===== src/rtl/bgr_pkg.sv =====
// Shared types and defaults for the bandgap start-up sequencer.
// Latency: n/a (declarations only).
// Backpressure: n/a.
package bgr_pkg;

    typedef enum logic [2:0] {
        ST_OFF    = 3'd0,
        ST_KICK   = 3'd1,
        ST_SETTLE = 3'd2,
        ST_CHECK  = 3'd3,
        ST_READY  = 3'd4,
        ST_DISCHG = 3'd5,
        ST_FAULT  = 3'd6
    } bgr_state_t;

    localparam int KICK_CYCLES_DEF    = 16;
    localparam int SETTLE_CYCLES_DEF  = 1024;
    localparam int TIMEOUT_CYCLES_DEF = 4096;
    localparam int DEBOUNCE_DEF       = 8;
    localparam int MAX_RETRY_DEF      = 3;
    localparam int TRIM_W_DEF         = 5;
    localparam int TRIM_DEFAULT_DEF   = 16;

    // Width of the shared cycle counter: must hold the largest cycle parameter.
    function automatic int cnt_width(input int kick_cycles, input int settle_cycles,
                                     input int timeout_cycles);
        int m;
        m = kick_cycles;
        if (settle_cycles > m)  m = settle_cycles;
        if (timeout_cycles > m) m = timeout_cycles;
        if (m < 1) m = 1;
        return $clog2(m + 1);
    endfunction

endpackage


===== src/rtl/bgr_sync2.sv =====
// Two-flop synchronizer for the asynchronous window comparator output.
// Latency: 2 cycles from d to q.
// Backpressure: none, free-running level path.
module bgr_sync2 (
    input  logic clk,
    input  logic rst_n,
    input  logic d,
    output logic q
);

    logic meta;

    always_ff @(posedge clk) begin
        if (!rst_n) begin
            meta <= 1'b0;
            q    <= 1'b0;
        end else begin
            meta <= d;
            q    <= meta;
        end
    end

endmodule


===== src/rtl/bgr_startup_ctrl.sv =====
// Bandgap enable/kick/settle/qualify sequencer with trim hold; BGR_RETRY_EN enables retries.
// Latency: registered Moore outputs, change on the edge that samples the triggering input.
// Backpressure: none; start is a level request, trim_wr a single-cycle strobe.
module bgr_startup_ctrl
    import bgr_pkg::*;
#(
    parameter int KICK_CYCLES    = KICK_CYCLES_DEF,
    parameter int SETTLE_CYCLES  = SETTLE_CYCLES_DEF,
    parameter int TIMEOUT_CYCLES = TIMEOUT_CYCLES_DEF,
    parameter int DEBOUNCE       = DEBOUNCE_DEF,
    parameter int MAX_RETRY      = MAX_RETRY_DEF,
    parameter int TRIM_W         = TRIM_W_DEF,
    parameter int TRIM_DEFAULT   = TRIM_DEFAULT_DEF
) (
    input  logic              clk,
    input  logic              rst_n,
    input  logic              start,
    input  logic              trim_wr,
    input  logic [TRIM_W-1:0] trim_data,
    input  logic              cmp_ok,
    output logic              bgr_en,
    output logic              kick,
    output logic [TRIM_W-1:0] trim_code,
    output logic              ready,
    output logic              fault,
    output logic [2:0]        state_o
);

    localparam logic [2:0] S_OFF    = ST_OFF;
    localparam logic [2:0] S_KICK   = ST_KICK;
    localparam logic [2:0] S_SETTLE = ST_SETTLE;
    localparam logic [2:0] S_CHECK  = ST_CHECK;
    localparam logic [2:0] S_READY  = ST_READY;
    localparam logic [2:0] S_DISCHG = ST_DISCHG;
    localparam logic [2:0] S_FAULT  = ST_FAULT;

    localparam int CW = cnt_width(KICK_CYCLES, SETTLE_CYCLES, TIMEOUT_CYCLES);
    localparam int DW = (DEBOUNCE < 1) ? 1 : $clog2(DEBOUNCE + 1);
    localparam int RW = (MAX_RETRY < 1) ? 1 : $clog2(MAX_RETRY + 1);

    localparam logic [CW-1:0]     KICK_LAST    = CW'(KICK_CYCLES - 1);
    localparam logic [CW-1:0]     SETTLE_LAST  = CW'(SETTLE_CYCLES - 1);
    localparam logic [CW-1:0]     TIMEOUT_LAST = CW'(TIMEOUT_CYCLES - 1);
    localparam logic [DW-1:0]     DEB_LAST     = DW'(DEBOUNCE - 1);
    localparam logic [RW-1:0]     RETRY_MAX    = RW'(MAX_RETRY);
    localparam logic [TRIM_W-1:0] TRIM_RST     = TRIM_W'(TRIM_DEFAULT);

`ifdef BGR_RETRY_EN
    localparam bit RETRY_EN = 1'b1;
`else
    localparam bit RETRY_EN = 1'b0;
`endif

    logic [2:0]    state, state_nx;
    logic [CW-1:0] cnt, cnt_nx;
    logic [DW-1:0] deb, deb_nx;
    logic [RW-1:0] retry, retry_nx;
    logic          cmp_s;
    logic          fail;
    logic          restart;
    logic          clr;

    bgr_sync2 u_sync (
        .clk   (clk),
        .rst_n (rst_n),
        .d     (cmp_ok),
        .q     (cmp_s)
    );

    always_comb begin
        state_nx = state;
        retry_nx = retry;
        fail     = 1'b0;
        restart  = 1'b0;
        case (state)
            S_OFF:    if (start) state_nx = S_KICK;
            S_KICK:   if (cnt == KICK_LAST) state_nx = S_SETTLE;
            S_SETTLE: if (cnt == SETTLE_LAST) state_nx = S_CHECK;
            S_CHECK: begin
                if (cmp_s && deb == DEB_LAST)   state_nx = S_READY;
                else if (cnt == TIMEOUT_LAST)   fail = 1'b1;
            end
            S_READY:  if (!cmp_s && deb == DEB_LAST) fail = 1'b1;
            S_DISCHG: if (cnt == KICK_LAST) state_nx = S_KICK;
            S_FAULT:  state_nx = S_FAULT;
            default:  state_nx = S_OFF;
        endcase

        if (fail) begin
            if (RETRY_EN && retry < RETRY_MAX) begin
                retry_nx = retry + 1'b1;
                state_nx = S_DISCHG;
            end else begin
                state_nx = S_FAULT;
            end
        end

        // A retrim invalidates any qualification in progress, so re-settle from scratch.
        if (trim_wr && (state == S_SETTLE || state == S_CHECK || state == S_READY)) begin
            state_nx = S_SETTLE;
            retry_nx = retry;
            restart  = 1'b1;
        end

        if (!start) begin
            state_nx = S_OFF;
            retry_nx = '0;
            restart  = 1'b1;
        end
    end

    assign clr = restart || (state_nx != state);

    always_comb begin
        cnt_nx = '0;
        deb_nx = '0;
        if (!clr) begin
            cnt_nx = (&cnt) ? cnt : cnt + 1'b1;
            if (state == S_CHECK)      deb_nx = cmp_s  ? deb + 1'b1 : '0;
            else if (state == S_READY) deb_nx = !cmp_s ? deb + 1'b1 : '0;
        end
    end

    always_ff @(posedge clk) begin
        if (!rst_n) begin
            state     <= S_OFF;
            cnt       <= '0;
            deb       <= '0;
            retry     <= '0;
            bgr_en    <= 1'b0;
            kick      <= 1'b0;
            ready     <= 1'b0;
            fault     <= 1'b0;
            trim_code <= TRIM_RST;
        end else begin
            state  <= state_nx;
            cnt    <= cnt_nx;
            deb    <= deb_nx;
            retry  <= retry_nx;
            bgr_en <= (state_nx == S_KICK) || (state_nx == S_SETTLE) ||
                      (state_nx == S_CHECK) || (state_nx == S_READY);
            kick   <= (state_nx == S_KICK);
            ready  <= (state_nx == S_READY);
            fault  <= (state_nx == S_FAULT);
            if (trim_wr) trim_code <= trim_data;
        end
    end

    assign state_o = state;

endmodule


===== config.mk =====
export PLATFORM = sky130hd
export DESIGN_NAME = bgr_startup_ctrl
export DESIGN_NICKNAME = d
export VERILOG_FILES = /design/src/rtl/bgr_pkg.sv /design/src/rtl/bgr_sync2.sv /design/src/rtl/bgr_startup_ctrl.sv
export SDC_FILE = /design/constraint.sdc
export NUM_CORES = 1
export LEC_CHECK = 0
export BUFFER_PORTS_ARGS = -buffer_cell sky130_fd_sc_hd__buf_2
export CORE_ASPECT_RATIO = 1.5
export CORE_MARGIN = 2
export CORE_UTILIZATION = 45
export CTS_CLUSTER_SIZE = 40
export DETAILED_ROUTE_END_ITERATION = 10
export GPL_ROUTABILITY_DRIVEN = 0
export HOLD_SLACK_MARGIN = 0.1
export PLACE_DENSITY = 0.65
export SLEW_MARGIN = 5
export SYNTH_ARGS = -nofsm -noshare
export SYNTH_HDL_FRONTEND = slang
export SYNTH_SLANG_ARGS = --single-unit
export TNS_END_PERCENT = 50

===== constraint.sdc =====
create_clock -name clk -period 3.75 [get_ports clk]
set_input_delay 0.5625 -clock clk [delete_from_list [all_inputs] [get_ports clk]]
set_output_delay 0.5625 -clock clk [all_outputs]
set_load 0.03 [all_outputs]

==> impl_metrics.tcl, run 1 <==
set metrics [dict create \
    antennaDiodeCount 0 \
    grt.total_usage_pct 19.44 \
    end_kind "register" \
    postCtsHoldBufs 0 \
    status "completed" \
    fillers 316 \
    drt_pass1_iterations 4 \
    layout-drive-gt1-share_pct 21.32 \
    synth.top_cell.area_share_pct 40.03 \
    num_vias 1298 \
    finalHoldViolations 0 \
    synthTopCellsByArea "dfxtp_1 40%, nor2_1 4.4%, nor2_2 4.0%, xor2_1 4.0%, mux2i_1 3.9%" \
    ys_seq_area_share_pct 40.03 \
    synth-seq-cells 31 \
    place_inst 231 \
    post_cts_resized 0 \
    cts_buffers 5 \
    hold_class "register to register" \
    worstPathArrival_ps 2640 \
    synth_cell_types 47 \
    cp_max_fo 17 \
    synthCells 174 \
    skew_ps 4.495 \
    crit_type "register to register" \
    ys_async_sr_fraction_pct 0 \
    yosys.area.top_type "dfxtp_1" \
    max_clock_freq_mhz 401.1 \
    fin_area_um2 1765 \
    rsz0062_at_grt "no" \
    cts.htree.levels 2 \
    post-dp-hpwl_um 2435 \
    slew_headroom_pct 44.02 \
    die_w_um 51.93 \
    cts_setup_buffers 0 \
    critPathLaunchType "register" \
    clk_latency_ps 280 \
    antenna_found_initial 0 \
    grt_pass1_vias 1264 \
    final_cells 239 \
    min_period_ps 2493 \
    wl_per_cell_um 13.79 \
    cts_tree "done" \
    grt_max_degree 18 \
    route.detailed.drc 0 \
    min_period_over_period_pct 66.48 \
    syn2layout_area_growth_pct 13.88 \
    routed_wl_um 3295 \
    synth-main-ff-cell "dfxtp_1" \
    num_io_pins 22 \
    die-area_um2 3940 \
    ant_nets 0 \
    clkSinkCount 31 \
    synth_area_um2 1550 \
    synth_nets 186 \
    cts.reportedPaths.clkPinSlew_ps 60 \
    gr-total-overflow 0 \
    ir_drop_uv 277.5 \
    placed_cell_area_um2 1665 \
    grt_pass1_wl_um 5533 \
    numPortBuffers 21 \
    vias_per_cell 5.431 \
    synth-edff-count 0 \
    drt-initial-drc-count 20 \
    start_util_pct 46.27 \
    powerDensity_nw_per_um2 382.9 \
    die_y_um 75.89 \
    setup_viol 0 \
    clk_path_buf_depth 2 \
    cp.required_ps 3900 \
    maxSlewViolCount 0 \
    max_cap_viol_count 0 \
    rows 26 \
    core_area_um2 3351 \
    worstMarginPinSlew_ps 832.1 \
    yosys_warnings 0 \
    syn_area_per_cell_um2 8.909 \
    setup-tns-final_ps 0 \
    cts_root_buffer "clkbuf_8" \
    total_leakage_power_nw 0.6618 \
    nNetsFinal 208 \
]
==> placed cells by master, fill, tap and decap left out, drive strengths merged, types with 2 or more instances in the layout <==
cell type,netlist,layout
xor2,7,7
a21oi,2,2
buf,6,21
mux2i,6,6
nor2b,4,4
o21ai,8,8
and2,2,2
nand2,14,14
a2111oi,2,2
clkbuf,0,8
and3b,2,2
a31oi,4,4
inv,4,4
nor2,28,28
nand4,6,6
a31o,2,2
nor4b,2,2
nand3,8,8
nor4,4,4
nand2b,2,2
a211o,3,3
nor3b,2,2
xnor2,3,3
nand3b,2,2
dfxtp,31,31
ha,2,2
nor3,3,3
==> logic make-up (layout without fill, tap and decap cells) <==
kind of cell / after synthesis / count (layout) / share of synthesized area, %
AOI/OAI and AO/OA: 29 / 29 / 15.09
xor gates and xnor gates: 10 / 10 / 5.650
adders and majority gates: 2 / 2 / 1.614
buffers and inverters: 11 / 34 / 3.954
DFF: 31 / 31 / 40.03
muxes: 6 / 6 / 3.874
and+or+nand+nor: 85 / 85 / 29.78
==> layer usage <==
layer,share of wire (%),track usage (%)
met1,41,19.78
met2,50,33.33
met3,4.7,5.490
met4,4.3,14.62
met5,0,0
==> power by group <==
part           switching [mW]  internal [mW]
combinational          0.0300         0.0168
clock                   0.121          0.167
sequential            0.00507          0.336
==> sequential cells by signal, summed over array words and instances, names as in the netlist <==
| name | count |
|---|---|
| trim_code | 5 |
| ready | 1 |
| deb | 4 |
| cnt | 13 |
| kick | 1 |
| state_o | 3 |
| u_sync.meta | 1 |
| bgr_en | 1 |
| fault | 1 |
| u_sync.q | 1 |
==> critical path, stage by stage, from the launching register on <==
cell,delay [ps]
dfxtp_1,350
ha_1,210
nand4b_1,280
or2_1,300
a31oi_1,360
a2111oi_1,210
a21oi_4,520
nor3_1,120
==> Yosys cell counts (6+ instances only) <==
cell type	instances
nor2_2	10
xor2_1	7
mux2i_1	6
nor2_1	18
nand3_1	8
dfxtp_1	31
nand4_1	6
o21ai_0	7
nand2_1	14
==> per-stage QoR <==
step | total power [mW] | util (%) | setup slack [ps] | hold slack (ps)
after floorplan | 0.3821 | - | 1536 | 411.8
after global placement | 0.3942 | 49.70 | 1216 | 423.4
after detailed placement | 0.3957 | 49.70 | 1180 | 439.9
after CTS | 0.6870 | 52.69 | 1223 | 453.5
after global routing | 0.7054 | 52.69 | 982.0 | 478.0
final | 0.6760 | 52.69 | 1257 | 449.1
==> area by class of cell <==
cell class / instances / area [µm²] / area share (%)
Multi-Input combinational cell: 132 / 868.3 / 49.19
Sequential cell: 31 / 620.6 / 35.15
Timing Repair Buffer: 21 / 105.1 / 5.953
Clock buffer: 8 / 100.1 / 5.670
Tap cell: 42 / 52.55 / 2.977
Inverter: 5 / 18.77 / 1.063
==> worst paths after layout <==
path	startpoint	to	slack (ps)	depth (start not counted)
setup / recovery	deb[0]	cnt[2]	1260	7
hold / removal	u_sync.meta	u_sync.q	450	1
setup reg to reg	deb[0]	cnt[2]	1260	7
hold reg to reg	u_sync.meta	u_sync.q	450	1
No activity file was read; power rests on OpenSTA's default activity.
==> run 2, diff against run 1 <==
==> constraint.sdc (replaced) <==
create_clock -name clk -period 2.53 [get_ports clk]
set_input_delay 0.3795 -clock clk [delete_from_list [all_inputs] [get_ports clk]]
set_output_delay 0.3795 -clock clk [all_outputs]
set_load 0.03 [all_outputs]
==> run 2 against run 1 <==
  * Register-to-register slack got worse by 1000 ps
  * Sequential share of layout area decreased by 0.73 points
  * Wire length decreased by 2.3%
  * Sequential cell count unchanged
  * Critical path type unchanged
  * Critical endpoint unchanged
  * Largest cell class unchanged
==> impl_metrics.tcl, run 2 (synthesis results as in run 1) <==
set metrics [dict create \
    num_io_pins 22 \
    cts_tree "done" \
    p_int_mw 0.7417 \
    r2r_start "cnt[0]" \
    skew_ps 7.402 \
    setup_viol 0 \
    cts.reportedPaths.clkPinSlew_ps 70 \
    route.detailed.drc 0 \
    ir_drop_uv 356.5 \
    largest_register_ffs 13 \
    grt_max_degree 18 \
    slowest_stage "a2111oi_1" \
    grt.total_usage_pct 19.09 \
    wl_met1_um 1288 \
    pwr-share-clk_pct 40.4 \
    wl_met2_um 1701 \
    post_cts_resized 0 \
    min_period_over_period_pct 91.68 \
    layout_common_cells "31 x dfxtp_1, 21 x buf_2, 18 x nor2_1" \
    numPortBuffers 21 \
    p_sw_mw 0.2352 \
    cp.required_ps 2740 \
    fin_area_um2 1803 \
    worstMarginPinSlew_ps 604.5 \
    finalWorstSetupSlack_ps 210.4 \
    cts.htree.levels 2 \
    placed_cell_area_um2 1715 \
    holdWs_ps 294.5 \
    maxSlewViolCount 0 \
    crit_type "register to register" \
    hold_class "input port to register" \
    min_period_ps 2320 \
    postCtsHoldBufs 0 \
    wl_met3_um 155 \
    r2r-end "cnt[2]" \
    core_area_um2 3351 \
    routed_wl_um 3218 \
    powerDensity_nw_per_um2 541.8 \
    slowest_delay_ps 600 \
    cts_root_buffer "clkbuf_8" \
    cp_max_fo 17 \
    antennaDiodeCount 0 \
    critPathLaunchType "register" \
    reg2regPathDepth 8 \
    worstHoldEndpoint "u_sync.meta" \
    setup-tns-final_ps 0 \
    slew_headroom_pct 59.33 \
    ant_nets 0 \
    antenna_found_initial 0 \
    max_cap_viol_count 0 \
    die_w_um 51.93 \
    grt_pass1_vias 1225 \
    worstPathArrival_ps 2530 \
    min_from "cmp_ok" \
    seq_power_share_pct 51.5 \
    combinationalPowerShare_pct 8.1 \
    clk_path_buf_depth 2 \
    start_util_pct 46.27 \
    vias_per_cell 5.502 \
    max_clock_freq_mhz 431.1 \
    drt_pass1_iterations 4 \
    wl_per_cell_um 13.24 \
    grt_pass1_wl_um 5464 \
    path_cells "ha_1, and3_1, nand4_1, o211ai_1, a2111oi_1, a21oi_4, buf_12, nor3_1" \
    end_kind "register" \
    top_layer "met4" \
    die-area_um2 3940 \
    regToRegSetupSlack_ps 210 \
    drt-initial-drc-count 33 \
    num_vias 1337 \
    post-dp-hpwl_um 2341 \
    swShare_pct 24.08 \
    reg_top3 "cnt: 13 flops, trim_code: 5 flops, deb: 4 flops" \
    pre_cts_slack_ps 202.9 \
    rows 26 \
    layout-drive-gt1-share_pct 23.38 \
    final_common_cell "dfxtp_1" \
    rsz0062_at_grt "no" \
    die_y_um 75.89 \
    nNetsFinal 213 \
    syn2layout_area_growth_pct 16.30 \
    clk_latency_ps 290 \
    finalHoldViolations 0 \
    cts_buffers 5 \
    holdPathStages 2 \
    cts_setup_buffers 0 \
    gr-total-overflow 0 \
    total_leakage_power_nw 0.6872 \
    top_register "cnt" \
    clkSinkCount 31 \
    status "completed" \
]
-- run 2: cell types whose count changed in the layout (fill, tap and decap cells not counted), sizes merged --
cell / previous run / this run
buf: 21 / 26
clkbuf: 8 / 6
clkinv: 1 / 2
-- run 2: worst max-delay path by stage --
stage / start / end / depth (start not counted)
5_1_grt: cnt[0] / cnt[2] / 8
2_1_floorplan: state_o[0] / cnt[0] / 8
4_1_cts: cnt[0] / cnt[3] / 8
3_3_place_gp: cnt[0] / cnt[2] / 8
6_report: cnt[0] / cnt[2] / 8
3_5_place_dp: cnt[0] / cnt[3] / 8
-- run 2: per-stage QoR --
step / cells / util (%) / total power [mW]
global placement: 236 / 51.19 / 0.5913
global route: 243 / 53.81 / 1.014
CTS: 243 / 53.81 / 0.9886
floorplan: 174 / - / 0.5664
finish: 243 / 53.81 / 0.9769
detailed placement: 236 / 51.19 / 0.5937
-- run 2: layer usage --
layer	vias up	global-route usage [%]
met2	36	33.19
met4	0	9.649
met3	7	5.882
li1	675	-
met5	-	0
met1	619	20.68
-- run 2: final cells by class --
type	instances	area (µm²)
Inverter	5	18.77
Clock inverter	1	5.005
Multi-Input combinational cell	132	868.3
Tap cell	42	52.55
Timing Repair Buffer	26	155.1
Clock buffer	6	82.58
Fill cell	308	1548
Sequential cell	31	620.6
-- run 2: worst max-delay path, delay by kind of cell (launching register included) --
family | cells | cell delay, ps
AOI/OAI and AO/OA | 3 | 920
adders and majority gates | 1 | 250
buffers and inverters | 1 | 180
DFF | 1 | 340
and+or+nand+nor | 3 | 560
-- run 2: power groups by stage --
| stage | sequential, mW | combinational (mW) | clock (mW) |
|---|---|---|---|
| final | 0.503 | 0.0791 | 0.395 |
| after global routing | 0.504 | 0.0864 | 0.423 |
| after CTS | 0.503 | 0.0798 | 0.405 |
| after detailed placement | 0.514 | 0.0793 | 0 |
| after global placement | 0.514 | 0.0775 | 0 |
| after floorplan | 0.529 | 0.0379 | 0 |
==> run 3, diff against run 2 <==
--- a/config.mk
+++ b/config.mk
@@ -12,6 +12,7 @@
 export CTS_CLUSTER_SIZE = 40
 export DETAILED_ROUTE_END_ITERATION = 10
 export GPL_ROUTABILITY_DRIVEN = 0
+export GPL_TIMING_DRIVEN = 0
 export HOLD_SLACK_MARGIN = 0.1
 export PLACE_DENSITY = 0.65
 export SLEW_MARGIN = 5
==> run 3 against run 2 <==
  * Critical path depth down 1
  * Clock-buffer cell count is 1 higher
  * Sequential cell count unchanged
  * Power decreased by 2.7%
  * Critical path type unchanged
  * Largest cell class unchanged
  * Via count up 4.6%
==> impl_metrics.tcl, run 3 (synthesis results as in run 1) <==
set metrics [dict create \
    status "completed" \
    num_vias 1399 \
    seq_power_share_pct 53.0 \
    min_period_over_period_pct 91.53 \
    regToRegSetupSlack_ps 210 \
    pwr-share-clk_pct 38.9 \
    finalWorstSetupSlack_ps 214.2 \
    rsz0062_at_grt "no" \
    syn2layout_area_growth_pct 18.48 \
    max_clock_freq_mhz 431.8 \
    wl_met1_um 1297 \
    clk_path_buf_depth 2 \
    ant_nets 0 \
    cts.htree.levels 2 \
    numPortBuffers 21 \
    worstMarginPinSlew_ps 544.8 \
    layout-drive-gt1-share_pct 26.09 \
    worstPathArrival_ps 2490 \
    combinationalPowerShare_pct 8.2 \
    setup-tns-final_ps 0 \
    reg_top3 "cnt: 13 flops, trim_code: 5 flops, deb: 4 flops" \
    grt_max_degree 11 \
    antenna_found_initial 0 \
    rows 26 \
    top_register "cnt" \
    grt_pass1_vias 1296 \
    skew_ps 3.485 \
    grt.total_usage_pct 19.21 \
    pre_cts_slack_ps 64.03 \
    cts.reportedPaths.clkPinSlew_ps 60 \
    drt_pass1_iterations 4 \
    power_mw 0.9503 \
    cts_tree "done" \
    start_util_pct 46.27 \
    finalHoldViolations 0 \
    cts_root_buffer "clkbuf_8" \
    nNetsFinal 218 \
    die-area_um2 3940 \
    end_kind "register" \
    p_int_mw 0.7192 \
    setup_viol 0 \
    drt-initial-drc-count 57 \
    grt_pass1_wl_um 5547 \
    max_cap_viol_count 0 \
    post-dp-hpwl_um 2520 \
    routed_wl_um 3399 \
    wl_met3_um 123 \
    wl_met2_um 1867 \
    cts_buffers 5 \
    hold_class "input port to register" \
    fin_util_pct 54.82 \
    postCtsHoldBufs 0 \
    cp_max_fo 10 \
    gr-total-overflow 0 \
    antennaDiodeCount 0 \
    swShare_pct 24.32 \
    ir_drop_uv 363.0 \
    top_layer "met4" \
    cp.required_ps 2710 \
    critPathLaunchType "register" \
    vias_per_cell 5.618 \
    min_period_ps 2316 \
    die_w_um 51.93 \
    powerDensity_nw_per_um2 517.4 \
    p_sw_mw 0.2311 \
    layout_common_cells "31 x dfxtp_1, 25 x buf_2, 18 x nor2_1" \
    slew_headroom_pct 63.29 \
    maxSlewViolCount 0 \
    wl_per_cell_um 13.65 \
    final_common_cell "dfxtp_1" \
    clkSinkCount 31 \
    num_io_pins 22 \
    route.detailed.drc 0 \
    clk_latency_ps 280 \
    largest_register_ffs 13 \
    total_leakage_power_nw 0.7037 \
    die_y_um 75.89 \
    core_area_um2 3351 \
    crit_type "register to register" \
]
-- run 3: changes by cell type in the layout (fill, tap and decap cells not counted), sizes merged --
| cell | change |
|---|---|
| buf | +5 |
| clkbuf | +1 |
-- run 3: worst max-delay path: stages, from the launching register on --
cell and delay, ps:
dfxtp_1 520, nor2b_1 130, a221o_1 430, a31o_1 220, a211o_1 330, a21oi_4 300, buf_6 220, nor2_2 50
-- run 3: final cells by class --
type | count | area, µm²
plain buffers | 6 | 42.54
clock buffers | 7 | 76.32
multi-input cells | 132 | 885.9
well taps | 42 | 52.55
fillers | 317 | 1514
flip-flops and latches | 31 | 620.6
clock inverters | 1 | 5.005
repair buffers | 25 | 135.1
inverters | 5 | 18.77
-- run 3: routing by layer --
layer | global-route usage (%) | vias to the layer above
met5 | 0 | -
met4 | 11.99 | 0
met3 | 4.314 | 13
met2 | 36.43 | 35
met1 | 18.25 | 669
li1 | - | 682
-- run 3: what timing repair did --
item / CTS / global route
gates resized for setup: 0 / 3
endpoints found under the setup margin: 0 / 12
setup buffers: 0 / 4
-- run 3: path summary, 6_finish.rpt --
path	from	endpoint	cells after the start
max	state_o[2]	cnt[4]	7
min	cmp_ok	u_sync.meta	2
max reg2reg	state_o[2]	cnt[4]	7
min reg2reg	u_sync.meta	u_sync.q	1
-- run 3: power by group through the flow --
stage	Clock, mW	Combinational (mW)	Sequential (mW)
final	0.369	0.0775	0.503
after global routing	0.401	0.0849	0.504
after CTS	0.382	0.0768	0.503
after detailed placement	0	0.0764	0.514
after global placement	0	0.0748	0.514
after floorplan	0	0.0379	0.529
-- run 3: through the flow --
| stage | cell area [µm²] | hold WS, ps | cells |
|---|---|---|---|
| finish | 1837 | 303.3 | 249 |
| global placement | 1708 | 427.3 | 237 |
| floorplan | 1550 | 411.8 | 174 |
| global route | 1837 | 306.5 | 249 |
| detailed placement | 1708 | 419.2 | 237 |
| CTS | 1789 | 301.4 | 245 |
